`src/rtl/mult_div_pkg.sv`:
```
// Shared types and constants for the iterative multiply/divide unit.
// No ports. Provides the FSM state type, op encodings, default widths and
// the divide-by-zero quotient value.
package mult_div_pkg;

  localparam int unsigned WIDTH_DEF = 32;
  localparam int unsigned ITER_DEF  = 32;

  localparam logic OP_MULT = 1'b0;
  localparam logic OP_DIV  = 1'b1;

  localparam logic [31:0] DIV0_LO = 32'hFFFF_FFFF;

  typedef enum logic [1:0] {
    S_IDLE,
    S_BUSY,
    S_DONE,
    S_HOLD
  } state_t;

endpackage

```
`src/rtl/mult_div_unit_if.sv`:
```
// Request/result bundle between the control FSM and mult_div_unit.
// master : control FSM side (drives start/op/a/b[/op_unsigned])
// slave  : mult_div_unit side (drives done pulses, busy, hi, lo)
// Optional macro MULT_DIV_UNSIGNED_EN adds op_unsigned (multu/divu select).
interface mult_div_unit_if
  import mult_div_pkg::*;
#(
  parameter int unsigned WIDTH = WIDTH_DEF
);

  logic             start;
  logic             op;
  logic [WIDTH-1:0] a;
  logic [WIDTH-1:0] b;
`ifdef MULT_DIV_UNSIGNED_EN
  logic             op_unsigned;
`endif
  logic             mult_done;
  logic             div_done;
  logic             div_zero;
  logic             busy;
  logic [WIDTH-1:0] hi;
  logic [WIDTH-1:0] lo;

  modport master (
    output start, op, a, b,
`ifdef MULT_DIV_UNSIGNED_EN
    output op_unsigned,
`endif
    input  mult_done, div_done, div_zero, busy, hi, lo
  );

  modport slave (
    input  start, op, a, b,
`ifdef MULT_DIV_UNSIGNED_EN
    input  op_unsigned,
`endif
    output mult_done, div_done, div_zero, busy, hi, lo
  );

endinterface

```
`src/rtl/mult_div_sign_fix.sv`:
```
// Combinational sign correction of magnitude results, shared by mult and div.
// Inputs : op (0 mult / 1 div), a_neg / b_neg operand sign flags (already
//          cleared for unsigned ops), raw_hi/raw_lo magnitude result
//          (mult: product halves; div: remainder / quotient).
// Outputs: hi, lo final signed results.
module mult_div_sign_fix
  import mult_div_pkg::*;
#(
  parameter int unsigned WIDTH = WIDTH_DEF
) (
  input  logic             op,
  input  logic             a_neg,
  input  logic             b_neg,
  input  logic [WIDTH-1:0] raw_hi,
  input  logic [WIDTH-1:0] raw_lo,
  output logic [WIDTH-1:0] hi,
  output logic [WIDTH-1:0] lo
);

  logic [2*WIDTH-1:0] prod;
  logic               res_neg;

  always_comb begin
    res_neg = a_neg ^ b_neg;
    prod    = {raw_hi, raw_lo};
    if (op == OP_MULT) begin
      if (res_neg) prod = -prod;
      hi = prod[2*WIDTH-1:WIDTH];
      lo = prod[WIDTH-1:0];
    end else begin
      // quotient follows the sign rule, remainder follows the dividend
      lo = res_neg ? -raw_lo : raw_lo;
      hi = a_neg   ? -raw_hi : raw_hi;
    end
  end

endmodule

```
`src/rtl/mult_div_unit.sv`:
```
// Iterative signed 32x32 multiplier / 32/32 restoring divider.
// Ports: clk, reset (async, active low), bus (mult_div_unit_if.slave):
//   start/op/a/b sampled in IDLE; mult_done/div_done/div_zero one-cycle
//   pulses in DONE; busy high in BUSY; hi/lo hold the last result.
// Optional macro MULT_DIV_UNSIGNED_EN: op_unsigned selects multu/divu.
module mult_div_unit
  import mult_div_pkg::*;
#(
  parameter int unsigned WIDTH = WIDTH_DEF,
  parameter int unsigned ITER  = ITER_DEF
) (
  input  logic           clk,
  input  logic           reset,
  mult_div_unit_if.slave bus
);

  localparam int unsigned CW = $clog2(ITER);

  state_t             state;
  logic               op_q;
  logic               a_neg_q;
  logic               b_neg_q;
  logic               dz_q;
  logic [CW-1:0]      count;
  logic [2*WIDTH-1:0] acc;
  logic [WIDTH-1:0]   opnd;
  logic [WIDTH-1:0]   hi_q;
  logic [WIDTH-1:0]   lo_q;

  logic               signed_op;
  logic               a_neg;
  logic               b_neg;
  logic [WIDTH-1:0]   a_mag;
  logic [WIDTH-1:0]   b_mag;

  logic [WIDTH:0]     sum;
  logic [WIDTH:0]     trial;
  logic [WIDTH-1:0]   diff;
  logic [2*WIDTH-1:0] acc_next;
  logic [WIDTH-1:0]   fix_hi;
  logic [WIDTH-1:0]   fix_lo;

`ifdef MULT_DIV_UNSIGNED_EN
  assign signed_op = ~bus.op_unsigned;
`else
  assign signed_op = 1'b1;
`endif

  // Unsigned ops clear the sign flags, so sign_fix passes magnitudes through.
  always_comb begin
    a_neg = signed_op & bus.a[WIDTH-1];
    b_neg = signed_op & bus.b[WIDTH-1];
    a_mag = a_neg ? -bus.a : bus.a;
    b_mag = b_neg ? -bus.b : bus.b;
  end

  // acc holds {partial product, multiplier} for mult and
  // {remainder, dividend/quotient} for div; opnd is multiplicand or divisor.
  always_comb begin
    sum   = {1'b0, acc[2*WIDTH-1:WIDTH]} + (acc[0] ? {1'b0, opnd} : '0);
    trial = acc[2*WIDTH-1:WIDTH-1];
    // true difference is < 2^WIDTH whenever it is used, so WIDTH bits suffice
    diff  = trial[WIDTH-1:0] - opnd;
    if (op_q == OP_MULT)
      acc_next = {sum, acc[WIDTH-1:1]};
    else if (trial >= {1'b0, opnd})
      acc_next = {diff, acc[WIDTH-2:0], 1'b1};
    else
      acc_next = {trial[WIDTH-1:0], acc[WIDTH-2:0], 1'b0};
  end

  mult_div_sign_fix #(.WIDTH(WIDTH)) u_sign_fix (
    .op     (op_q),
    .a_neg  (a_neg_q),
    .b_neg  (b_neg_q),
    .raw_hi (acc_next[2*WIDTH-1:WIDTH]),
    .raw_lo (acc_next[WIDTH-1:0]),
    .hi     (fix_hi),
    .lo     (fix_lo)
  );

  always_ff @(posedge clk or negedge reset) begin
    if (!reset) begin
      state   <= S_IDLE;
      op_q    <= OP_MULT;
      a_neg_q <= 1'b0;
      b_neg_q <= 1'b0;
      dz_q    <= 1'b0;
      count   <= '0;
      acc     <= '0;
      opnd    <= '0;
      hi_q    <= '0;
      lo_q    <= '0;
    end else begin
      case (state)
        S_IDLE: begin
          if (bus.start) begin
            op_q    <= bus.op;
            a_neg_q <= a_neg;
            b_neg_q <= b_neg;
            count   <= '0;
            if (bus.op == OP_DIV && bus.b == '0) begin
              dz_q  <= 1'b1;
              hi_q  <= bus.a;
              lo_q  <= WIDTH'(DIV0_LO);
              state <= S_DONE;
            end else begin
              dz_q  <= 1'b0;
              state <= S_BUSY;
              if (bus.op == OP_MULT) begin
                acc  <= {{WIDTH{1'b0}}, b_mag};
                opnd <= a_mag;
              end else begin
                acc  <= {{WIDTH{1'b0}}, a_mag};
                opnd <= b_mag;
              end
            end
          end
        end
        S_BUSY: begin
          if (!bus.start) begin
            state <= S_IDLE;
          end else begin
            acc   <= acc_next;
            count <= count + CW'(1);
            if (count == CW'(ITER - 1)) begin
              hi_q  <= fix_hi;
              lo_q  <= fix_lo;
              state <= S_DONE;
            end
          end
        end
        S_DONE:  state <= bus.start ? S_HOLD : S_IDLE;
        S_HOLD:  if (!bus.start) state <= S_IDLE;
        default: state <= S_IDLE;
      endcase
    end
  end

  assign bus.mult_done = (state == S_DONE) && (op_q == OP_MULT);
  assign bus.div_done  = (state == S_DONE) && (op_q == OP_DIV);
  assign bus.div_zero  = (state == S_DONE) && (op_q == OP_DIV) && dz_q;
  assign bus.busy      = (state == S_BUSY);
  assign bus.hi        = hi_q;
  assign bus.lo        = lo_q;

endmodule
```
`src/flat_wrapper.sv`:
```
// flat-port wrapper written by rule: the top's interface ports become plain ports
module mult_div_unit_flat import mult_div_pkg::*;
#(
  parameter int unsigned WIDTH = WIDTH_DEF,
  parameter int unsigned ITER  = ITER_DEF
)
  (clk, reset, bus_start, bus_op, bus_a, bus_b, bus_mult_done, bus_div_done, bus_div_zero, bus_busy, bus_hi, bus_lo);
  mult_div_unit_if #(.WIDTH(WIDTH)) bus_i ();
  input  logic clk;
  input  logic reset;
  input wire logic [$bits(bus_i.start)-1:0] bus_start;
  input wire logic [$bits(bus_i.op)-1:0] bus_op;
  input wire logic [$bits(bus_i.a)-1:0] bus_a;
  input wire logic [$bits(bus_i.b)-1:0] bus_b;
  output wire logic [$bits(bus_i.mult_done)-1:0] bus_mult_done;
  output wire logic [$bits(bus_i.div_done)-1:0] bus_div_done;
  output wire logic [$bits(bus_i.div_zero)-1:0] bus_div_zero;
  output wire logic [$bits(bus_i.busy)-1:0] bus_busy;
  output wire logic [$bits(bus_i.hi)-1:0] bus_hi;
  output wire logic [$bits(bus_i.lo)-1:0] bus_lo;
  assign bus_i.start = bus_start;
  assign bus_i.op = bus_op;
  assign bus_i.a = bus_a;
  assign bus_i.b = bus_b;
  assign bus_mult_done = bus_i.mult_done;
  assign bus_div_done = bus_i.div_done;
  assign bus_div_zero = bus_i.div_zero;
  assign bus_busy = bus_i.busy;
  assign bus_hi = bus_i.hi;
  assign bus_lo = bus_i.lo;
  mult_div_unit #(.WIDTH(WIDTH), .ITER(ITER)) u_core (.clk(clk), .reset(reset), .bus(bus_i));
endmodule
```
`config.mk`:
```
export PLATFORM = sky130hd
export DESIGN_NAME = mult_div_unit_flat
export DESIGN_NICKNAME = d
export VERILOG_FILES = /design/src/rtl/mult_div_pkg.sv /design/src/rtl/mult_div_unit_if.sv /design/src/rtl/mult_div_sign_fix.sv /design/src/rtl/mult_div_unit.sv /design/src/flat_wrapper.sv
export SDC_FILE = /design/constraint.sdc
export NUM_CORES = 1
export LEC_CHECK = 0
export CAP_MARGIN = 40
export CORE_MARGIN = 2
export CORE_UTILIZATION = 53
export CTS_BUF_LIST = sky130_fd_sc_hd__clkbuf_16
export DETAILED_ROUTE_END_ITERATION = 6
export PLACE_DENSITY = 0.71
export REMOVE_ABC_BUFFERS = 1
export SLEW_MARGIN = 20
export SYNTH_ARGS = -nofsm -noshare
export SYNTH_HDL_FRONTEND = slang
export SYNTH_HIERARCHICAL = 1
export SYNTH_SLANG_ARGS = --single-unit
export TNS_END_PERCENT = 20
```
`constraint.sdc`:
```
create_clock -name clk -period 5.7 [get_ports clk]
set_input_delay 1.71 -clock clk [delete_from_list [all_inputs] [get_ports clk]]
set_output_delay 1.71 -clock clk [all_outputs]
set_load 0.005 [all_outputs]
```
==> results.ini, run 1 <==
[placed_design]
dp_hpwl_um=47600
pre_cts_ws_ns=0.293
place_congestion=0.989
portBuffers=135
postPlaceCellArea_um2=18400

[sta]
fin_crit_sh_pct=95.8
finalCriticalPeriod_ns=5.46
rsz0062_at_grt=false
worst_slack_ns=0.239
tightest_slew_ns=0.906
slew_headroom_pct=39.0
finalSetupTns_ns=0
skew_ns=0.0139
finalSetupViolCount=0
maxSlewViolCount=0
max_freq_ghz=0.183
hold_viol=0

[logic_synthesis]
syn_avg_cell_area_um2=7.84
seq_area_frac_synth_pct=26.2
synth.distinct_cells=106
yosysWarningCount=6
synth_seq_cells=171
synth_edf_count=0
ys_async_sr_fraction_pct=100
synthCells=2082
synth_area_um2=16300
synth_flop_cell=dfrtp_1

[setup_path]
max_stage_delay_ns=0.63
cp_max_fo=4
critical_path_depth=20
cp_num_buf_inv=2
endpoint_kind=register
crit_type=reg2reg
path_cells=inv_1, ha_1, inv_1, fa_1, a211o_1, a21oi_1, o211ai_1, and4_1, a41oi_2, o21ai_0, xor2_1, a21boi_0, nor2_1, or4_1, or4_1, o21a_1, or3_1, o221a_2, mux2i_1, o21ai_0
slowest_stage=or4_1
r2r_setup_slack_ns=0.24
worst-endpoint-arrival_ns=5.78
reg2reg_depth=20
cp_top_family=compound AO/OA/AOI/OAI gates
critPathLaunchType=register
cp.required_ns=6.02

[power_and_ir_drop]
p_leak_nw=8.17
p_sw_mw=3.64
p_int_mw=3.75
p_seq_share_pct=21.9
switching_share_pct=49.3
pwr-share-clk_pct=15.7
vdd_drop_max_mv=0.266
total_power_mw=7.39
p_per_area_nw_per_um2=389
share_comb_of_total_power_pct=62.5

[layout]
utilization_pct=62.4
fillers=2766
multi_input_area_um2=11200
fin_nets=2348
final_common_cell=nand2_1
area_delta_synth_final_pct=16.3
n_antenna_cell=0
seqCellArea_um2=4280
post-route-cell-area_um2=19000
drive_above_1_share_pct=10.6
mostFrequentLayoutCells=238 x nand2_1, 187 x nor2_1, 172 x o21ai_0, 169 x dfrtp_1, 145 x a21oi_1

[detailed_routing]
vias=17021
viasPerCell=6.51
route.detailed.drc=0
wirelength_um=62000
drt_iter0_markers=1528
wire_per_inst_um=23.7
dr.pass1.iters=7
postRouteAntennaNets=0

[worst_hold_path]
min_path_type=reg2reg
hold_depth=2

[global_route]
grtUsageTotal_pct=37.4
grt_max_degree=97
antenna_found_initial=3
grt_pass1_vias=16358
grt_pass1_wl_um=94800
grt_overflow=0

[clock_tree]
cts_tree=done
clock_latency_ns=0.45
postCtsSetupRepairBufs=0
cts_buffers=17
cts_buffer_depth=2
ctsHtreeMaxLevel=4
cts_sinks=171
clk_pin_slew_worst_paths_ns=0.07
clockRootBuffer=clkbuf_16

[floorplan]
start_util_pct=53.6
die_h_um=179
core_area_um2=30400
num_io_pins=136
dieArea_um2=32200
num_rows=64
die_w_um=179

[status]
status=finished, final reports clean

[job]
max_cap_viol_count=0

## tightest hold or removal path, stage by stage, from the launching register on
cell and delay (ns):
dfrtp_1 0.35, nand2_1 0.05, o21ai_0 0.06
## kinds of logic (layout without fill, tap and decap cells)
logic type               after synthesis  in the layout  share of synthesized area, %
AO/OA/AOI/OAI                        669            669                          27.0
buffers and inverters                198            335                          5.40
multiplexers                          78             78                          5.07
AND/OR/NAND/NOR                      730            730                          21.9
flip-flops                           171            171                          26.2
adder cells (fa/ha/maj)               72             72                          5.61
XOR/XNOR                             164            164                          8.80
## worst paths after layout
kind / start / to
setup / recovery: u_core/acc[31] / u_core/bus.hi[30]
hold / removal: u_core/bus.hi[28] / u_core/bus.hi[28]
setup reg to reg: u_core/acc[31] / u_core/bus.hi[30]
hold reg to reg: u_core/bus.hi[28] / u_core/bus.hi[28]
max in group asynchronous: reset / u_core/acc[59]
min in group asynchronous: reset / u_core/bus.lo[2]
## stage by stage
step           cells  hold slack (ns)
6_report        2615            0.484
5_1_grt         2615            0.509
2_1_floorplan   1959            0.456
3_3_place_gp    2583            0.465
4_1_cts         2613            0.485
3_5_place_dp    2583            0.470
## timing repair
item                                    4_1_cts  5_1_grt
resized for setup                             0        6
endpoints found under the setup margin        0        5
hold buffers                                  0        0
## power by group through the flow
stage | Sequential (mW) | Clock, mW | Combinational (mW)
finish | 1.62 | 1.16 | 4.62
global route | 1.63 | 1.22 | 4.94
CTS | 1.60 | 1.18 | 4.46
detailed placement | 1.63 | 0 | 4.42
global placement | 1.62 | 0 | 4.40
floorplan | 1.55 | 0 | 2.85
## cells in the mapped netlist, drive strengths merged (44+ instances only)
cell / number / area, µm²
and2: 48 / 300
dfrtp: 171 / 4280
xor2: 71 / 622
inv: 73 / 274
nand2: 241 / 907
nand3: 55 / 280
xnor2: 93 / 815
o21ai: 215 / 1100
nor2: 189 / 719
ha: 70 / 876
a21oi: 149 / 761
buf: 44 / 275
clkbuf: 79 / 324
## registers in the layout, summed over array words and instances (netlist names)
register,flops
u_core/count,5
u_core/bus.hi,32
u_core/dz_q,1
u_core/state,2
u_core/acc,64
u_core/a_neg_q,1
u_core/op_q,1
u_core/b_neg_q,1
u_core/bus.lo,32
u_core/opnd,32
## layout make-up
class                           count  share of cell area, %
Clock buffer                       17                   2.24
Clock inverter                     13                  0.639
Inverter                           75                   1.48
Timing Repair Buffer              230                   11.4
Sequential cell                   171                   22.6
Multi-Input combinational cell   1713                   59.1
Tap cell                          396                   2.61
## per-layer routing
metal	GRT usage, %	up-vias	wire, µm
li1	-	7843	-
met1	49.7	8171	25900
met2	60.8	859	28800
met3	6.69	144	5000
met4	14.2	4	2250
met5	0	-	26
(Power assumes the default switching activity.)
==> run 2: changes to the inputs <==
--- a/config.mk
+++ b/config.mk
@@ -5,6 +5,7 @@
 export SDC_FILE = /design/constraint.sdc
 export NUM_CORES = 1
 export LEC_CHECK = 0
+export ABC_CLOCK_PERIOD_IN_PS = 5700
 export CAP_MARGIN = 40
 export CORE_MARGIN = 2
 export CORE_UTILIZATION = 53
==> results of run 2 <==
Final layout, timing and power as in run 1 (identical DEF).
